### config.mk
export PLATFORM = sky130hd
export DESIGN_NAME = shift_dispatch_flat
export DESIGN_NICKNAME = d
export VERILOG_FILES = /design/src/rtl/shift_dispatch_if.sv /design/src/rtl/shift_dispatch.sv /design/src/flat_wrapper.sv
export SDC_FILE = /design/constraint.sdc
export NUM_CORES = 1
export LEC_CHECK = 0
export CORE_AREA = 2 2 158 160
export CTS_BUF_LIST = sky130_fd_sc_hd__clkbuf_8
export DETAILED_ROUTE_END_ITERATION = 10
export DIE_AREA = 0 0 160 162
export GPL_ROUTABILITY_DRIVEN = 1
export PLACE_DENSITY_LB_ADDON = 0.25
export SLEW_MARGIN = 20
export SYNTH_ARGS = -nofsm -noshare
export SYNTH_HDL_FRONTEND = slang
export SYNTH_SLANG_ARGS = --single-unit
### constraint.sdc
create_clock -name clk -period 1.6 [get_ports clk]
set_clock_uncertainty 0.2 [all_clocks]
set_input_delay 0.32 -clock clk [delete_from_list [all_inputs] [get_ports clk]]
set_output_delay 0.32 -clock clk [all_outputs]
set_load 0.05 [all_outputs]
### src/rtl/shift_dispatch_if.sv
// Bundles the issue, shifter and writeback signals of the shift dispatch stage.
interface shift_dispatch_if #(
    parameter int unsigned XLEN  = 64,
    parameter int unsigned CNT_W = 32
);
    logic             in_valid;
    logic             in_ready;
    logic [31:0]      in_instr;
    logic [XLEN-1:0]  in_rs1;
    logic [XLEN-1:0]  in_rs2;

    logic [1:0]       sh_shift;
    logic [XLEN-1:0]  sh_entrada;
    logic [5:0]       sh_n;
    logic [XLEN-1:0]  sh_saida;

    logic             out_valid;
    logic             out_ready;
    logic [XLEN-1:0]  out_data;
    logic [4:0]       out_rd;
    logic             out_err;
    logic [CNT_W-1:0] out_count;

    // Environment side: upstream stage, external shifter and writeback.
    modport master (
        output in_valid, in_instr, in_rs1, in_rs2, sh_saida, out_ready,
        input  in_ready, sh_shift, sh_entrada, sh_n,
               out_valid, out_data, out_rd, out_err, out_count
    );

    // Dispatch stage side.
    modport slave (
        input  in_valid, in_instr, in_rs1, in_rs2, sh_saida, out_ready,
        output in_ready, sh_shift, sh_entrada, sh_n,
               out_valid, out_data, out_rd, out_err, out_count
    );
endinterface

### src/rtl/shift_dispatch.sv
// Two-stage issue/writeback wrapper around the 64-bit barrel shifter:
// decodes RV64I shifts, drives the shifter and registers its result.
module shift_dispatch #(
    parameter int unsigned XLEN  = 64,
    parameter int unsigned CNT_W = 32
) (
    input  logic           clk,
    input  logic           rst_n,
    input  logic           flush,
    shift_dispatch_if.slave bus
);
    localparam int unsigned SHAMT_W = 6;
    localparam int unsigned RD_W    = 5;
    localparam int unsigned MODE_W  = 2;

    localparam logic [6:0] OPC_OP_IMM = 7'b0010011;
    localparam logic [6:0] OPC_OP     = 7'b0110011;
    localparam logic [2:0] F3_SLL     = 3'b001;
    localparam logic [2:0] F3_SRX     = 3'b101;
    localparam logic [5:0] F6_LOGIC   = 6'b000000;
    localparam logic [5:0] F6_ARITH   = 6'b010000;
    localparam logic [6:0] F7_LOGIC   = 7'b0000000;
    localparam logic [6:0] F7_ARITH   = 7'b0100000;

    localparam logic [MODE_W-1:0] MODE_SLL  = 2'b00;
    localparam logic [MODE_W-1:0] MODE_SRL  = 2'b01;
    localparam logic [MODE_W-1:0] MODE_SRA  = 2'b10;
    localparam logic [MODE_W-1:0] MODE_PASS = 2'b11;

    typedef struct packed {
        logic [MODE_W-1:0]  mode;
        logic [SHAMT_W-1:0] n;
        logic [XLEN-1:0]    opnd;
        logic [RD_W-1:0]    rd;
        logic               err;
    } s1_t;

    typedef struct packed {
        logic [XLEN-1:0] data;
        logic [RD_W-1:0] rd;
        logic            err;
    } s2_t;

    logic [6:0]         opcode_c;
    logic [2:0]         funct3_c;
    logic [5:0]         funct6_c;
    logic [6:0]         funct7_c;
    logic [SHAMT_W-1:0] shamt_imm_c;
    logic [SHAMT_W-1:0] shamt_reg_c;
    logic               unused_bits_c;

    s1_t                dec_c;
    s1_t                s1_q;
    s2_t                s2_d;
    s2_t                s2_q;
    logic               s1_valid_q;
    logic               s1_valid_d;
    logic               s2_valid_q;
    logic               s2_valid_d;
    logic [CNT_W-1:0]   cnt_q;
    logic [CNT_W-1:0]   cnt_d;

    logic               in_ready_c;
    logic               accept_c;
    logic               s1_adv_c;
    logic               handoff_c;

    assign opcode_c    = bus.in_instr[6:0];
    assign funct3_c    = bus.in_instr[14:12];
    assign funct6_c    = bus.in_instr[31:26];
    assign funct7_c    = bus.in_instr[31:25];
    assign shamt_imm_c = bus.in_instr[25:20];
    assign shamt_reg_c = bus.in_rs2[SHAMT_W-1:0];

    // rs1 index and high rs2 bits play no part in a shift.
    assign unused_bits_c = ^{bus.in_instr[19:15], bus.in_rs2[XLEN-1:SHAMT_W]};

    // Decode; anything that is not one of the six legal shifts passes rs1 through flagged.
    always_comb begin
        dec_c = '{mode: MODE_PASS, n: '0, opnd: bus.in_rs1,
                  rd: bus.in_instr[11:7], err: 1'b1};
        if (opcode_c == OPC_OP_IMM) begin
            if (funct3_c == F3_SLL && funct6_c == F6_LOGIC) begin
                dec_c.mode = MODE_SLL;
                dec_c.n    = shamt_imm_c;
                dec_c.err  = 1'b0;
            end else if (funct3_c == F3_SRX && funct6_c == F6_LOGIC) begin
                dec_c.mode = MODE_SRL;
                dec_c.n    = shamt_imm_c;
                dec_c.err  = 1'b0;
            end else if (funct3_c == F3_SRX && funct6_c == F6_ARITH) begin
                dec_c.mode = MODE_SRA;
                dec_c.n    = shamt_imm_c;
                dec_c.err  = 1'b0;
            end
        end else if (opcode_c == OPC_OP) begin
            if (funct3_c == F3_SLL && funct7_c == F7_LOGIC) begin
                dec_c.mode = MODE_SLL;
                dec_c.n    = shamt_reg_c;
                dec_c.err  = 1'b0;
            end else if (funct3_c == F3_SRX && funct7_c == F7_LOGIC) begin
                dec_c.mode = MODE_SRL;
                dec_c.n    = shamt_reg_c;
                dec_c.err  = 1'b0;
            end else if (funct3_c == F3_SRX && funct7_c == F7_ARITH) begin
                dec_c.mode = MODE_SRA;
                dec_c.n    = shamt_reg_c;
                dec_c.err  = 1'b0;
            end
        end
    end

    // Pipeline advance conditions; flush blocks every transfer in its cycle.
    always_comb begin
        in_ready_c = !flush && (!s1_valid_q || !s2_valid_q || bus.out_ready);
        accept_c   = bus.in_valid && in_ready_c;
        s1_adv_c   = !flush && s1_valid_q && (!s2_valid_q || bus.out_ready);
        handoff_c  = !flush && s2_valid_q && bus.out_ready;
    end

    always_comb begin
        s1_valid_d = s1_valid_q;
        s2_valid_d = s2_valid_q;
        cnt_d      = cnt_q;
        s2_d       = '{data: bus.sh_saida, rd: s1_q.rd, err: s1_q.err};
        if (flush) begin
            s1_valid_d = 1'b0;
            s2_valid_d = 1'b0;
        end else begin
            if (accept_c) begin
                s1_valid_d = 1'b1;
            end else if (s1_adv_c) begin
                s1_valid_d = 1'b0;
            end
            if (s1_adv_c) begin
                s2_valid_d = 1'b1;
            end else if (handoff_c) begin
                s2_valid_d = 1'b0;
            end
        end
        if (handoff_c && !s2_q.err) begin
            cnt_d = cnt_q + CNT_W'(1);
        end
    end

    always_ff @(posedge clk or negedge rst_n) begin
        if (!rst_n) begin
            s1_valid_q <= 1'b0;
            s2_valid_q <= 1'b0;
            cnt_q      <= '0;
        end else begin
            s1_valid_q <= s1_valid_d;
            s2_valid_q <= s2_valid_d;
            cnt_q      <= cnt_d;
        end
    end

    // Datapath registers load only on their own stage's enable.
    always_ff @(posedge clk or negedge rst_n) begin
        if (!rst_n) begin
            s1_q <= '0;
        end else if (accept_c) begin
            s1_q <= dec_c;
        end
    end

    always_ff @(posedge clk or negedge rst_n) begin
        if (!rst_n) begin
            s2_q <= '0;
        end else if (s1_adv_c) begin
            s2_q <= s2_d;
        end
    end

    assign bus.in_ready   = in_ready_c;
    assign bus.sh_shift   = s1_q.mode;
    assign bus.sh_n       = s1_q.n;
    assign bus.sh_entrada = s1_q.opnd;
    assign bus.out_valid  = s2_valid_q;
    assign bus.out_data   = s2_q.data;
    assign bus.out_rd     = s2_q.rd;
    assign bus.out_err    = s2_q.err;
    assign bus.out_count  = cnt_q;

endmodule

### src/flat_wrapper.sv
// flat-port wrapper written by rule: the top's interface ports become plain ports
module shift_dispatch_flat 
#(
    parameter int unsigned XLEN  = 64,
    parameter int unsigned CNT_W = 32
)
  (clk, rst_n, flush, bus_in_valid, bus_in_instr, bus_in_rs1, bus_in_rs2, bus_sh_saida, bus_out_ready, bus_in_ready, bus_sh_shift, bus_sh_entrada, bus_sh_n, bus_out_valid, bus_out_data, bus_out_rd, bus_out_err, bus_out_count);
  shift_dispatch_if #(.XLEN(XLEN), .CNT_W(CNT_W)) bus_i ();
  input  logic clk;
  input  logic rst_n;
  input  logic flush;
  input wire logic [$bits(bus_i.in_valid)-1:0] bus_in_valid;
  input wire logic [$bits(bus_i.in_instr)-1:0] bus_in_instr;
  input wire logic [$bits(bus_i.in_rs1)-1:0] bus_in_rs1;
  input wire logic [$bits(bus_i.in_rs2)-1:0] bus_in_rs2;
  input wire logic [$bits(bus_i.sh_saida)-1:0] bus_sh_saida;
  input wire logic [$bits(bus_i.out_ready)-1:0] bus_out_ready;
  output wire logic [$bits(bus_i.in_ready)-1:0] bus_in_ready;
  output wire logic [$bits(bus_i.sh_shift)-1:0] bus_sh_shift;
  output wire logic [$bits(bus_i.sh_entrada)-1:0] bus_sh_entrada;
  output wire logic [$bits(bus_i.sh_n)-1:0] bus_sh_n;
  output wire logic [$bits(bus_i.out_valid)-1:0] bus_out_valid;
  output wire logic [$bits(bus_i.out_data)-1:0] bus_out_data;
  output wire logic [$bits(bus_i.out_rd)-1:0] bus_out_rd;
  output wire logic [$bits(bus_i.out_err)-1:0] bus_out_err;
  output wire logic [$bits(bus_i.out_count)-1:0] bus_out_count;
  assign bus_i.in_valid = bus_in_valid;
  assign bus_i.in_instr = bus_in_instr;
  assign bus_i.in_rs1 = bus_in_rs1;
  assign bus_i.in_rs2 = bus_in_rs2;
  assign bus_i.sh_saida = bus_sh_saida;
  assign bus_i.out_ready = bus_out_ready;
  assign bus_in_ready = bus_i.in_ready;
  assign bus_sh_shift = bus_i.sh_shift;
  assign bus_sh_entrada = bus_i.sh_entrada;
  assign bus_sh_n = bus_i.sh_n;
  assign bus_out_valid = bus_i.out_valid;
  assign bus_out_data = bus_i.out_data;
  assign bus_out_rd = bus_i.out_rd;
  assign bus_out_err = bus_i.out_err;
  assign bus_out_count = bus_i.out_count;
  shift_dispatch #(.XLEN(XLEN), .CNT_W(CNT_W)) u_core (.clk(clk), .rst_n(rst_n), .flush(flush), .bus(bus_i));
endmodule
==> results of run 1 <==
-- through the flow --
stage	total power, mW	hold slack (ns)	setup TNS [ns]	instance area (um^2)
3_5_place_dp	12.14	0.07516	-90.37	13520
3_3_place_gp	12.06	0.07456	-89.98	13520
2_1_floorplan	8.719	-0.1756	-27.41	8008
6_report	16.24	0.1794	-50.62	16380
5_1_grt	16.85	0.1484	-63.09	16380
4_1_cts	15.71	0.1456	-40.33	15060
-- state kept, by name, summed over array words and instances, names as in the netlist --
name                   flops
u_core.bus.out_count      32
u_core.bus.out_data       64
u_core.bus.out_err         1
u_core.bus.out_rd          5
u_core.bus.out_valid       1
u_core.bus.sh_entrada     64
u_core.bus.sh_n            6
u_core.bus.sh_shift        2
u_core.s1_q                6
u_core.s1_valid_q          1
-- power by group through the flow --
| stage | Combinational (mW) | Sequential, mW | Clock [mW] |
|---|---|---|---|
| finish | 7.09 | 5.93 | 3.22 |
| global route | 7.34 | 5.99 | 3.53 |
| CTS | 6.49 | 5.88 | 3.34 |
| detailed placement | 6.17 | 5.96 | 0 |
| global placement | 6.13 | 5.93 | 0 |
| floorplan | 1.76 | 6.96 | 0 |
-- synthesized netlist by cell type --
cell and n:
nor4b_4 1, nand4b_4 1, nand2_1 221, mux2_1 5, and3b_1 1, a211o_1 6, nor2_1 13, and2_1 5
nand4_1 12, nor3b_2 1, xnor2_1 28, dfrtp_1 182, nor2b_1 4, and4bb_2 2, o211ai_2 1, and3_1 4
nand4_2 1, inv_1 8, nor3_1 3, mux2_2 65, buf_4 75, nand4bb_1 1, nor4_2 1, a21oi_1 2
nand3_1 15, nand2b_1 1, or3_1 1, nor3b_1 1, ha_1 1, buf_2 12, nor4_4 2, and2_0 3
xor2_1 4, and4_1 3, clkbuf_1 14, nor4_1 7
-- metal layers --
layer,up-vias,track usage [%]
met5,-,0
met4,0,4.300
met3,18,7.840
met2,251,35.93
met1,3381,22.70
li1,3168,-
-- worst max-delay path: cells and delay by family --
kind                   cells  cell delay [ns]
and+or+nand+nor            2             0.34
buffers and inverters      3             0.82
-- worst min-delay path by stage --
stage / end / depth (start not counted) / start / slack (ns)
2_1_floorplan: u_core.bus.out_count[0] / 0 / rst_n / -0.18
3_3_place_gp: u_core.bus.sh_entrada[62] / 1 / rst_n / 0.07
3_5_place_dp: u_core.bus.sh_entrada[62] / 1 / rst_n / 0.08
4_1_cts: u_core.bus.sh_entrada[62] / 2 / rst_n / 0.15
5_1_grt: u_core.bus.sh_entrada[5] / 3 / bus_in_rs1[5] / 0.15
6_report: u_core.bus.sh_entrada[62] / 2 / rst_n / 0.18
-- timing repair --
action,in CTS,in global routing
pin swaps,22,69
hold buffers,1,0
endpoints found under the setup margin,187,337
endpoints found under the hold margin,182,0
buffers inserted,63,65
resized for setup,91,213
cloned,12,15
-- final cells by class --
type	instances	area (um^2)
inverter	8	30.03
timing repair buffer	550	7515
fill	1687	7725
multi-input combinational	419	3437
clock buffer	17	234.0
clock inverter	14	153.9
sequential	182	4606
tap	324	405.4
-- cell families (layout without fill, tap and decap cells) --
group	after synthesis	after routing	synth area share, %
compound gates	9	9	0.9597
xor+xnor	32	32	3.583
fa+ha+maj	1	1	0.1599
buf+inv	109	589	9.021
flops	182	182	58.22
mux	70	70	10.08
simple gates	304	307	17.98
==> summary.md, run 1 <==
| Metric | Value |
|---|---|
| Number of global-route vias before repair | `7103` |
| Max transition margin | `74.55%` |
| Met2 wirelength from detailed routing | `15050 um` |
| Met3 wire length | `2237 um` |
| Design internal power | `10.42 mW` |
| Post-Synthesis Net Count | `937` |
| Switching power | `5.815 mW` |
| Main area contributors after synthesis | `dfrtp_1 (58%), nand2_1 (11%), mux2_2 (9.4%)` |
| Min-Delay Path Class | `input pin to async pin` |
| Routed vias/inst | `4.503` |
| Run status | `complete, but fails checks` |
| Global-route wire length before repair | `40370 um` |
| Arrival time at the worst endpoint | `1.50 ns` |
| Maximum vdd drop | `0.7372 mV` |
| Worst setup slack before clock tree synthesis | `-0.7042 ns` |
| Count of yosys warnings during synthesis | `0` |
| Final critical-path setup slack | `-0.4183 ns` |
| Type of destination of the critical path | `output port` |
| Cell type contributing the most total cell area after synthesis | `dfrtp_1` |
| Share of post-route cells with drive strength above 1 | `55.46%` |
| Clock tree from TritonCTS | `yes` |
| Num Clock Sinks | `182` |
| N_diodes | `0` |
| Netlist Area Pre-Place | `7823 um^2` |
| Count of state elements after synthesis | `182` |
| Relative contribution of combinational cells to total power | `43.7%` |
| Critical Setup Path Class | `input pin to output port` |
| Buffer levels on the longest clock path | `2` |
| Die height | `162 um` |
| CTS buffer count | `17` |
| Violated checks | `negative setup slack` |
| M1 WL | `10900 um` |
| Largest net degree at the start of global routing | `38` |
| Vias after detailed routing | `6818` |
| Clock-pin slew reported for the worst setup and hold paths after clock tree synthesis | `0.11 ns` |
| Average routed wire per standard cell | `18.83 um` |
| Top library cells by usage in the layout, fill and taps aside | `buf_12 (199), clkdlybuf4s50_1 (164), dfrtp_1 (141)` |
| Drt total wl | `28510 um` |
| Average cell area after synthesis | `11.06 um^2` |
| Minimum clock period | `2.018 ns` |
| Crit Reg-Reg Startpoint | `u_core.s1_valid_q` |
| Die area | `25920 um^2` |
| Placed wire-length estimate | `17730 um` |
| Actual slew at the worst max-slew pin | `0.3817 ns` |
| Sw Share | `35.82%` |
| Most common cell after layout, fill and taps aside | `buf_12` |
| Max capacitance violation total | `0` |
| Topmost layer with routed signal wires | `met4` |
| Worst Setup SP | `bus_out_ready` |
| Power share of the clock group | `19.8%` |
| Slowest cell on the critical path | `clkdlybuf4s50_1` |
| Maximum frequency from static timing analysis | `495.5 MHz` |
| Combined global-route utilization of all metal layers | `20.05%` |
| Hold violation count in the final report | `0` |
| Number of placed instances, taps included | `1345` |
| Top cell type's share of synthesized area | `58.22%` |
| Final design utilization | `67.95%` |
| Final setup violating endpoints | `200` |
| Layout overhead on the synthesized area | `109.4%` |
| R2R Path End | `u_core.bus.sh_n[5]` |
| Die width | `160 um` |
| Worst endpoint required time | `1.08 ns` |
| Number of nets in the final layout | `1408` |
| Largest fanout on the critical path | `4` |
| IO Pins | `405` |
| Unique masters post-synth | `36` |
| Number of nets with antenna violations after routing | `0` |
| Portion of total power attributed to sequential cells | `36.5%` |
| Buffers added on ports | `341` |
| RSZ-0062 raised after global routing | `yes` |
| Startpoint types | `input pin` |
| Series of cell instances along the critical path | `clkdlybuf4s50_1, and3b_2, buf_6, nor2_4, buf_12` |
| Starting DRC count in detailed routing | `287` |
| CP peak stage delay | `0.56 ns` |
| Max-slew violation count | `0` |
| First drt pass iteration count | `4` |
| Total congestion overflow | `0` |
| Routability cong. | `0.7707` |
| Power density over the cells | `991.2 nW/um^2` |
| Worst setup path end | `bus_in_ready` |
| Gate Count Post-Synth | `707` |
| Final worst-path cycle share | `126.1%` |
| # H-tree levels | `4` |
| Leakage power figure | `7.736 nW` |
| Worst setup slack for register-to-register paths | `-0.36 ns` |
| Count of non-filler cells in the finished layout | `1514` |
| Depth of the worst register-to-register path | `7` |
| Antenna violations before repair | `0` |
| Number of placement rows | `57` |
| Initial standard-cell utilization of the core | `32.45%` |
| Share of synthesized area occupied by flip-flops and latches | `58.22%` |
| Buffer type at the clock tree root | `clkbuf_8` |
| Clock insertion delay at the later pin of the skew report | `0.44 ns` |
| Remaining DRCs | `0` |
| Core Region | `24110 um^2` |
Note: power is estimated with default switching activity, not from simulation.
==> run 2, diff against run 1 <==
--- a/config.mk
+++ b/config.mk
@@ -10,7 +10,7 @@
 export DETAILED_ROUTE_END_ITERATION = 10
 export DIE_AREA = 0 0 160 162
 export GPL_ROUTABILITY_DRIVEN = 1
-export PLACE_DENSITY_LB_ADDON = 0.25
+export PLACE_DENSITY = 0.78
 export SLEW_MARGIN = 20
 export SYNTH_ARGS = -nofsm -noshare
 export SYNTH_HDL_FRONTEND = slang
==> summary.md, run 2 (synthesized netlist as in run 1, its figures left out) <==
| Metric | Value |
|---|---|
| Total congestion overflow | `0` |
| Crit Reg-Reg Startpoint | `u_core.bus.out_valid` |
| Layout overhead on the synthesized area | `99.78%` |
| Routed vias/inst | `4.648` |
| Die width | `160 um` |
| # H-tree levels | `4` |
| Clock-pin slew reported for the worst setup and hold paths after clock tree synthesis | `0.11 ns` |
| Maximum vdd drop | `0.6601 mV` |
| Depth of the worst register-to-register path | `6` |
| Die height | `162 um` |
| Critical Setup Path Class | `flop to output port` |
| Max-slew violation count | `0` |
| Number of placement rows | `57` |
| Post-DP Area | `13530 um^2` |
| Minimum clock period | `2.075 ns` |
| Combined global-route utilization of all metal layers | `21.73%` |
| Max capacitance violation total | `0` |
| Num Clock Sinks | `182` |
| Buffer levels on the longest clock path | `2` |
| Final worst-path cycle share | `129.7%` |
| Share of post-route cells with drive strength above 1 | `51.20%` |
| Run status | `complete, but fails checks` |
| R2R Path End | `u_core.bus.out_data[51]` |
| N_diodes | `0` |
| Starting DRC count in detailed routing | `340` |
| Arrival time at the worst endpoint | `1.55 ns` |
| Number of nets in the final layout | `1346` |
| Number of nets with antenna violations after routing | `0` |
| Power density over the cells | `1012 nW/um^2` |
| Type of destination of the critical path | `output port` |
| Violated checks | `negative setup slack` |
| Final setup violating endpoints | `221` |
| Drt total wl | `28800 um` |
| Number of placed instances, taps included | `1347` |
| Buffers added on ports | `341` |
| Leakage power figure | `7.214 nW` |
| Die area | `25920 um^2` |
| First drt pass iteration count | `4` |
| Hold violation count in the final report | `0` |
| Most common cell after layout, fill and taps aside | `buf_12` |
| Initial standard-cell utilization of the core | `32.45%` |
| Placed wire-length estimate | `19070 um` |
| Top library cells by usage in the layout, fill and taps aside | `buf_12 (199), clkdlybuf4s50_1 (164), dfrtp_1 (157)` |
| Clock tree from TritonCTS | `yes` |
| Vias after detailed routing | `6753` |
| Final critical-path setup slack | `-0.4748 ns` |
| Average routed wire per standard cell | `19.82 um` |
| Core Region | `24110 um^2` |
| Worst endpoint required time | `1.08 ns` |
| Buffer type at the clock tree root | `clkbuf_8` |
| Antenna violations before repair | `0` |
| RSZ-0062 raised after global routing | `yes` |
| Clock insertion delay at the later pin of the skew report | `0.47 ns` |
| IO Pins | `405` |
| Global-route wire length before repair | `43260 um` |
| Remaining DRCs | `0` |
| CTS buffer count | `17` |
| Worst setup slack before clock tree synthesis | `-0.7748 ns` |
| Worst setup slack for register-to-register paths | `-0.38 ns` |
| Routability cong. | `0.8251` |
| Count of non-filler cells in the finished layout | `1453` |
| Max transition margin | `72.81%` |
| Maximum frequency from static timing analysis | `482.0 MHz` |
| Total power after layout | `15.81 mW` |
| Largest fanout on the critical path | `2` |
| Startpoint types | `flop` |
| Design Area, Final | `15630 um^2` |
| Min-Delay Path Class | `input pin to async pin` |
| Largest net degree at the start of global routing | `41` |
| Number of global-route vias before repair | `7408` |
| Actual slew at the worst max-slew pin | `0.4045 ns` |
## run 2: cell count changes in the layout (fill, tap and decap cells not counted), sizes merged, moves of 2 or more
cell / previous run / this run
buf: 373 / 322
clkbuf: 29 / 18
bufbuf: 0 / 3
clkinv: 3 / 6
nand2b: 4 / 1
clkinvlp: 3 / 1
## run 2: critical path, cell delays in order, from the launching register on
cell     delay, ns
dfrtp_2       0.42
buf_6         0.11
and3b_2       0.21
buf_6         0.12
nor2_4        0.09
buf_12        0.14
## run 2: worst max-delay path by stage
stage | startpoint | endpoint
floorplan | u_core.bus.out_err | u_core.bus.out_count[24]
global placement | flush | u_core.bus.out_count[28]
detailed placement | flush | u_core.bus.out_count[28]
CTS | u_core.bus.out_valid | bus_in_ready
global route | u_core.bus.out_valid | bus_in_ready
finish | u_core.bus.out_valid | bus_in_ready
## run 2: metal layers
layer	track usage, %	part of all wire (%)	vias up
met5	0	0	-
met4	6.102	2.5	0
met3	7.329	7.8	37
met2	40.85	53	297
met1	23.18	36	3365
li1	-	-	3054
## run 2: stage by stage
stage	hold WS (ns)	utilization, %	TNS [ns]
floorplan	-0.1756	-	-27.41
global placement	0.04109	56.12	-104.38
detailed placement	0.04183	56.12	-109.36
CTS	0.08418	63.55	-63.05
global route	0.1059	64.83	-73.03
finish	0.1013	64.83	-54.07
## run 2: layout make-up
cell class | instances | area, um^2
fill | 1654 | 8478
timing repair buffer | 491 | 7017
sequential | 182 | 4586
multi-input combinational | 416 | 3168
tap | 324 | 405.4
clock buffer | 17 | 234.0
clock inverter | 15 | 187.7
inverter | 8 | 30.03
## run 2: repair_timing
item / in CTS / in global routing
hold endpoints to repair: 182 / 0
pin swaps: 66 / 40
setup endpoints to repair: 333 / 357
setup buffers: 50 / 17
cloned: 16 / 1
resized for setup: 129 / 97
hold buffers: 1 / 0
## run 2: power by group
group | total [mW] | internal, mW | switching, mW
Combinational | 6.57 | 3.35 | 3.22
Clock | 3.33 | 1.34 | 1.99
Sequential | 5.91 | 5.21 | 0.703
Total | 15.8 | 9.90 | 5.91
==> run 3, diff against run 2 <==
--- a/config.mk
+++ b/config.mk
@@ -11,6 +11,8 @@
 export DIE_AREA = 0 0 160 162
 export GPL_ROUTABILITY_DRIVEN = 1
 export PLACE_DENSITY = 0.78
+export RECOVER_POWER = 50
+export SKIP_CTS_REPAIR_TIMING = 1
 export SLEW_MARGIN = 20
 export SYNTH_ARGS = -nofsm -noshare
 export SYNTH_HDL_FRONTEND = slang
==> summary.md, run 3 (synthesized netlist as in run 1, its figures left out) <==
| Metric | Value |
|---|---|
| RSZ-0062 raised after global routing | `yes` |
| Number of placement rows | `57` |
| Starting DRC count in detailed routing | `343` |
| Arrival time at the worst endpoint | `1.58 ns` |
| Slowest cell on the critical path | `dfrtp_2` |
| Violated checks | `negative setup slack` |
| # fillers | `1731` |
| Buffer type at the clock tree root | `clkbuf_8` |
| Multi-input gate area | `2769 um^2` |
| Maximum vdd drop | `0.6695 mV` |
| Placed wire-length estimate | `19070 um` |
| Hold endpoint | `u_core.bus.out_valid` |
| Buffer levels on the longest clock path | `2` |
| Number of global-route vias before repair | `6836` |
| Maximum frequency from static timing analysis | `475.1 MHz` |
| Depth of the worst register-to-register path | `6` |
| Combined global-route utilization of all metal layers | `19.05%` |
| Setup TNS Final | `-36.11 ns` |
| # H-tree levels | `4` |
| Worst endpoint required time | `1.08 ns` |
| Run status | `complete, but fails checks` |
| CP peak stage delay | `0.42 ns` |
| CTS buffer count | `17` |
| Series of cell instances along the critical path | `buf_6, and3b_2, buf_6, nor2_4, buf_12` |
| Max transition margin | `34.22%` |
| Total congestion overflow | `0` |
| Die area | `25920 um^2` |
| Top library cells by usage in the layout, fill and taps aside | `nand2_1 (199), buf_12 (195), clkdlybuf4s50_1 (163)` |
| Routed vias/inst | `4.577` |
| Worst setup slack for register-to-register paths | `-0.41 ns` |
| Final setup violating endpoints | `213` |
| Minimum clock period | `2.105 ns` |
| Hold Crit Depth | `3` |
| Clock insertion delay at the later pin of the skew report | `0.46 ns` |
| Hold violation count in the final report | `0` |
| Die width | `160 um` |
| Actual slew at the worst max-slew pin | `0.9867 ns` |
| Largest net degree at the start of global routing | `41` |
| Critical Setup Path Class | `flop to output port` |
| Startpoint types | `flop` |
| Most used cell, CP | `buf_6` |
| HP Start | `flush` |
| Largest fanout on the critical path | `3` |
| Final critical-path setup slack | `-0.5047 ns` |
| Power density over the cells | `1041 nW/um^2` |
| IO Pins | `405` |
| Vias after detailed routing | `6683` |
| Count of non-filler cells in the finished layout | `1460` |
| Number of placed instances, taps included | `1347` |
| Clock tree from TritonCTS | `yes` |
| Num Clock Sinks | `182` |
| Global-route wire length before repair | `38270 um` |
| Min-Delay Path Class | `input pin to flop` |
| Number of nets in the final layout | `1353` |
| Buffers added on ports | `341` |
| Final worst-path cycle share | `131.5%` |
| Antenna violations before repair | `0` |
| First drt pass iteration count | `5` |
| Remaining DRCs | `0` |
| Layout overhead on the synthesized area | `92.69%` |
| Leakage power figure | `7.000 nW` |
| Drt total wl | `26930 um` |
| N_diodes | `0` |
| Area taken by flip-flops and latches | `4594 um^2` |
| Max-slew violation count | `0` |
| Share of post-route cells with drive strength above 1 | `44.81%` |
| Crit Reg-Reg Startpoint | `u_core.bus.out_valid` |
| Average routed wire per standard cell | `18.45 um` |
| Routability cong. | `0.8251` |
| Max capacitance violation total | `0` |
| Core Region | `24110 um^2` |
| Clock-pin slew reported for the worst setup and hold paths after clock tree synthesis | `0.10 ns` |
| Die height | `162 um` |
| Initial standard-cell utilization of the core | `32.45%` |
| R2R Path End | `u_core.bus.sh_n[4]` |
| Type of destination of the critical path | `output port` |
| Most common cell after layout, fill and taps aside | `nand2_1` |
| Number of nets with antenna violations after routing | `0` |
==> run 3: changes by cell type in the layout (fill, tap and decap cells not counted), moves of 6 or more <==
cell and delta:
nand2_1 +59, nand2_2 -43, buf_4 +18, nand2_4 -15, buf_6 -9, buf_16 -7
dfrtp_1 -7, dfrtp_2 +7, clkbuf_16 +6, nor4_1 +6
==> run 3: routing by layer <==
metal | share of wire [%] | up-vias | GRT usage [%] | wire length, um
met5 | 0 | - | 0 | 0
met4 | 2.5 | 0 | 5.774 | 663
met3 | 7.5 | 42 | 6.844 | 2014
met2 | 53 | 292 | 34.53 | 14300
met1 | 37 | 3283 | 20.94 | 9954
li1 | - | 3066 | - | -
==> run 3: critical path, delay by kind of cell, from the launching register on <==
kind	cells	cell delay, ns
simple gates	2	0.32
flops	1	0.42
buf+inv	3	0.39
==> run 3: worst max-delay path by stage <==
stage / start / end / slack, ns
floorplan: u_core.bus.out_err / u_core.bus.out_count[24] / -0.29
global route: u_core.bus.out_valid / bus_in_ready / -0.59
finish: u_core.bus.out_valid / bus_in_ready / -0.50
detailed placement: flush / u_core.bus.out_count[28] / -0.77
global placement: flush / u_core.bus.out_count[28] / -0.74
CTS: u_core.bus.out_valid / bus_in_ready / -0.61
==> run 3: final cells by class <==
cell class              instances  share of cell area (%)
flip-flops and latches        182                   30.48
well taps                     324                   2.689
inverters                       8                  0.1992
clock inverters                15                   1.245
repair buffers                497                   45.46
clock buffers                  17                   1.552
multi-input cells             417                   18.37
==> run 3: per-stage QoR <==
step	setup WS (ns)	area, um^2	hold WS, ns	total power, mW	utilization, %
2_1_floorplan	-0.2864	8008	-0.1756	8.719	-
3_3_place_gp	-0.7361	13530	0.04109	12.06	56.12
3_5_place_dp	-0.7748	13530	0.04183	12.18	56.12
4_1_cts	-0.6103	13950	-0.4913	15.52	57.87
5_1_grt	-0.5920	15070	0.1499	16.29	62.53
6_report	-0.5047	15070	0.1546	15.69	62.53
==> run 3: report_power, final <==
group	internal, mW	leakage [nW]	switching (mW)
Clock	1.34	0.210	1.99
Combinational	3.32	4.58	3.14
Sequential	5.21	2.22	0.688
Total	9.88	7.00	5.82
==> RTL change (config.mk and constraints of run 2) <==
`CNT_W` is set to 32 in 3 places; all go to 36.
--- a/src/rtl/shift_dispatch_if.sv
+++ b/src/rtl/shift_dispatch_if.sv
@@ -3,3 +3,3 @@
     parameter int unsigned XLEN  = 64,
-    parameter int unsigned CNT_W = 32
+    parameter int unsigned CNT_W = 36
 );
--- a/src/rtl/shift_dispatch.sv
+++ b/src/rtl/shift_dispatch.sv
@@ -4,3 +4,3 @@
     parameter int unsigned XLEN  = 64,
-    parameter int unsigned CNT_W = 32
+    parameter int unsigned CNT_W = 36
 ) (
--- a/src/flat_wrapper.sv
+++ b/src/flat_wrapper.sv
@@ -4,3 +4,3 @@
     parameter int unsigned XLEN  = 64,
-    parameter int unsigned CNT_W = 32
+    parameter int unsigned CNT_W = 36
 )
Ports: changed (resized bus_out_count); port bits go from 405 to 409. The function was not compared with the original's and may differ.
==> RTL change against run 2 <==
The flow still finishes with violations (negative setup slack). Critical path depth rose by 1. Setup slack got worse by 84 ps. Routed wire length rose by 21%. Sequential cell count rose by 4. Total power rose by 3.0%. Worst hold slack improved by 82 ps. Final area rose by 8.1%. Area after synthesis rose by 2.0%. Sequential power rose by 2%. Die area did not move. Global-route usage rose by 2.3 points. Largest cell class unchanged. Largest power group unchanged. Highest routed layer unchanged.
==> RTL change: results (changes against run 2) <==
* Status: complete, but fails checks (unchanged)
* Failing checks: negative setup slack (unchanged)
* Synth async-reset ratio at 1.00 (unchanged)
* Hold Startpoint: bus_in_rs1[21]
* Root Driver: clkbuf_8 (unchanged)
* Bufs on Longest Clock Path at 2 (unchanged)
* H-tree levels at 4 (unchanged)
* Routed met2 length at 18.5 mm (was 15.4 mm)
* Total clock buffers created by CTS at 17 (unchanged)
* First-pass GRT wire length at 47.7 mm (was 43.3 mm)
* Hold Path Class: input port to flip-flop (was input port to asynchronous set/reset pin)
* Place WS at -783 ps (was -775 ps)
* Commonest cells in the netlist: nand2_1, dfrtp_1, buf_4, mux2_2, xor2_1 (was nand2_1, dfrtp_1, buf_4, mux2_2, xnor2_1)
* Reg2reg path depth at 6 (unchanged)
* Critical R2R Launch: u_core.bus.out_count[7]$_DFFE_PN0P_ (was u_core.bus.out_valid$_DFFE_PN0P_)
* Port bufs at 345 (was 341)
* Vias in the first global route at 8094 (was 7408)
* Sequential fraction of the synthesis area at 0.584 (was 0.582)
* Leak at 8.06 nW (was 7.21 nW)
* Max FO, Critical Path at 5 (was 2)
* M1 WL at 12.3 mm (was 10.5 mm)
* # diodes at 0 (unchanged)
* Peak supply drop at 0.772 mV (was 0.660 mV)
* Slowest-stage cell, CP: dfrtp_2 (unchanged)
* Mux share of post-synthesis cell area at 0.100 (was 0.101)
* Yosys cell types at 38 (was 36)
* Xor/xnor cell area share of the yosys netlist at 0.0395 (was 0.0358)
* Starting DRT DRC Count at 413 (was 340)
* First-pass iteration count of the detailed router at 5 (was 4)
* Cell depth of the worst hold path at 3
* Synth Area in Compound Gates at 0.0104 (was 0.00960)
* Hold EP: u_core.bus.sh_entrada[21]$_DFFE_PN0P_
* Adder-cell share of the synthesized area at 0.00157 (was 0.00160)
* Share of layout cells above drive strength 1 at 0.571 (was 0.512)
* CP max stage delay at 410 ps
* Net total in the final layout at 1435 (was 1346)
* Switch Pwr at 6.01 mW (was 5.91 mW)
* Met3 routed WL at 2.29 mm (was 2.24 mm)
* Worst Path Arrival at 2300 ps (was 1550 ps)
* Top cells by area, synth: dfrtp_1, nand2_1, mux2_2 (unchanged)
* Max layer used: met4 (unchanged)
* Final setup margin at -559 ps (was -475 ps)
* Net Count, Synth at 946 (was 937)
* Largest net degree at the start of global routing at 44 (was 41)
* Post-DP HPWL at 19.1 mm (about the same)
* Vias at 7589 (was 6753)
* Initial antenna violation count at 0 (unchanged)
* Skew-Pair Late Insertion Delay at 450 ps (was 470 ps)
* Final GP Congestion at 0.790 (was 0.825)
* Max_slew headroom at 0.696 (was 0.728)
* Fillers at 1479 (was 1654)
* Yosys Warn Count at 0 (unchanged)
* Setup violators final at 217 (was 221)
* Clock-pin slew on the worst setup and hold paths at 120 ps
* GR Util All Layers at 0.240 (was 0.217)
* Min Hold Slack at 184 ps (was 101 ps)
* Critical R2R Capture: u_core.bus.out_count[34]$_DFFE_PN0P_ (was u_core.bus.out_data[51]$_DFFE_PN0P_)
* DRT Wirelength at 34.8 mm (was 28.8 mm)
## RTL change: per-layer routing
layer | track usage | up-vias
met5 | 0 | -
met4 | 0.107 | 0
met3 | 0.0659 | 117
met2 | 0.443 | 410
met1 | 0.257 | 3803
li1 | - | 3259
## RTL change: area by class of cell
type,instances,share of cell area
Multi-Input combinational cell,422,0.214
Clock buffer,18,0.0147
Inverter,9,0.00200
Tap cell,324,0.0240
Clock inverter,14,0.00904
Sequential cell,186,0.279
Timing Repair Buffer,569,0.457
## RTL change: how the worst max path moves through the flow
stage                                              startpoint                                    to  slack [ps]  cells past startpoint
after floorplan           u_core.bus.out_count[6]$_DFFE_PN0P_  u_core.bus.out_count[24]$_DFFE_PN0P_        -270                      5
after global placement                       bus_in_instr[13]        u_core.bus.sh_n[0]$_DFFE_PN0P_        -770                      6
after detailed placement                     bus_in_instr[13]        u_core.bus.sh_n[3]$_DFFE_PN0P_        -780                      6
after CTS                    u_core.bus.out_valid$_DFFE_PN0P_                          bus_in_ready        -360                      4
after global routing      u_core.bus.out_count[7]$_DFFE_PN0P_  u_core.bus.out_count[34]$_DFFE_PN0P_        -500                      6
final                     u_core.bus.out_count[7]$_DFFE_PN0P_  u_core.bus.out_count[34]$_DFFE_PN0P_        -560                      6
## RTL change: critical path: cells and delay by family (launching register included)
kind	cells	cell delay [ps]
flip-flops	1	410
AND/OR/NAND/NOR	3	760
buffers and inverters	2	370
XOR/XNOR	1	300
## RTL change: what timing repair did
| action | CTS | global route |
|---|---|---|
| pin swaps | 52 | 112 |
| buffers inserted | 61 | 83 |
| endpoints found under the setup margin | 252 | 348 |
| resized for setup | 148 | 171 |
| cloned | 14 | 4 |
| hold buffers | 1 | 0 |
| endpoints found under the hold margin | 186 | 0 |
## RTL change: logic make-up (layout without fill, tap and decap cells)
| group | count (synthesis) | in the layout |
|---|---|---|
| and+or+nand+nor | 304 | 305 |
| xor gates and xnor gates | 36 | 36 |
| adders and majority gates | 1 | 1 |
| muxes | 71 | 71 |
| DFF | 186 | 186 |
| AOI/OAI and AO/OA | 9 | 9 |
| buffers and inverters | 109 | 610 |
## RTL change: through the flow
stage	instances	cell area (um2)	TNS (ps)
6_report	1542	16900	-53980
5_1_grt	1542	16900	-66790
4_1_cts	1477	15900	-44220
3_5_place_dp	1370	14000	-93490
3_3_place_gp	1370	14000	-91030
2_1_floorplan	716	8300	-23460
## RTL change: power groups by stage
| stage | Clock (mW) | Combinational, mW | Sequential [mW] |
|---|---|---|---|
| 6_report | 3.31 | 6.93 | 6.05 |
| 5_1_grt | 3.61 | 7.12 | 6.12 |
| 4_1_cts | 3.36 | 6.45 | 6.00 |
| 3_5_place_dp | 0 | 6.16 | 6.08 |
| 3_3_place_gp | 0 | 6.06 | 6.03 |
| 2_1_floorplan | 0 | 1.76 | 7.04 |
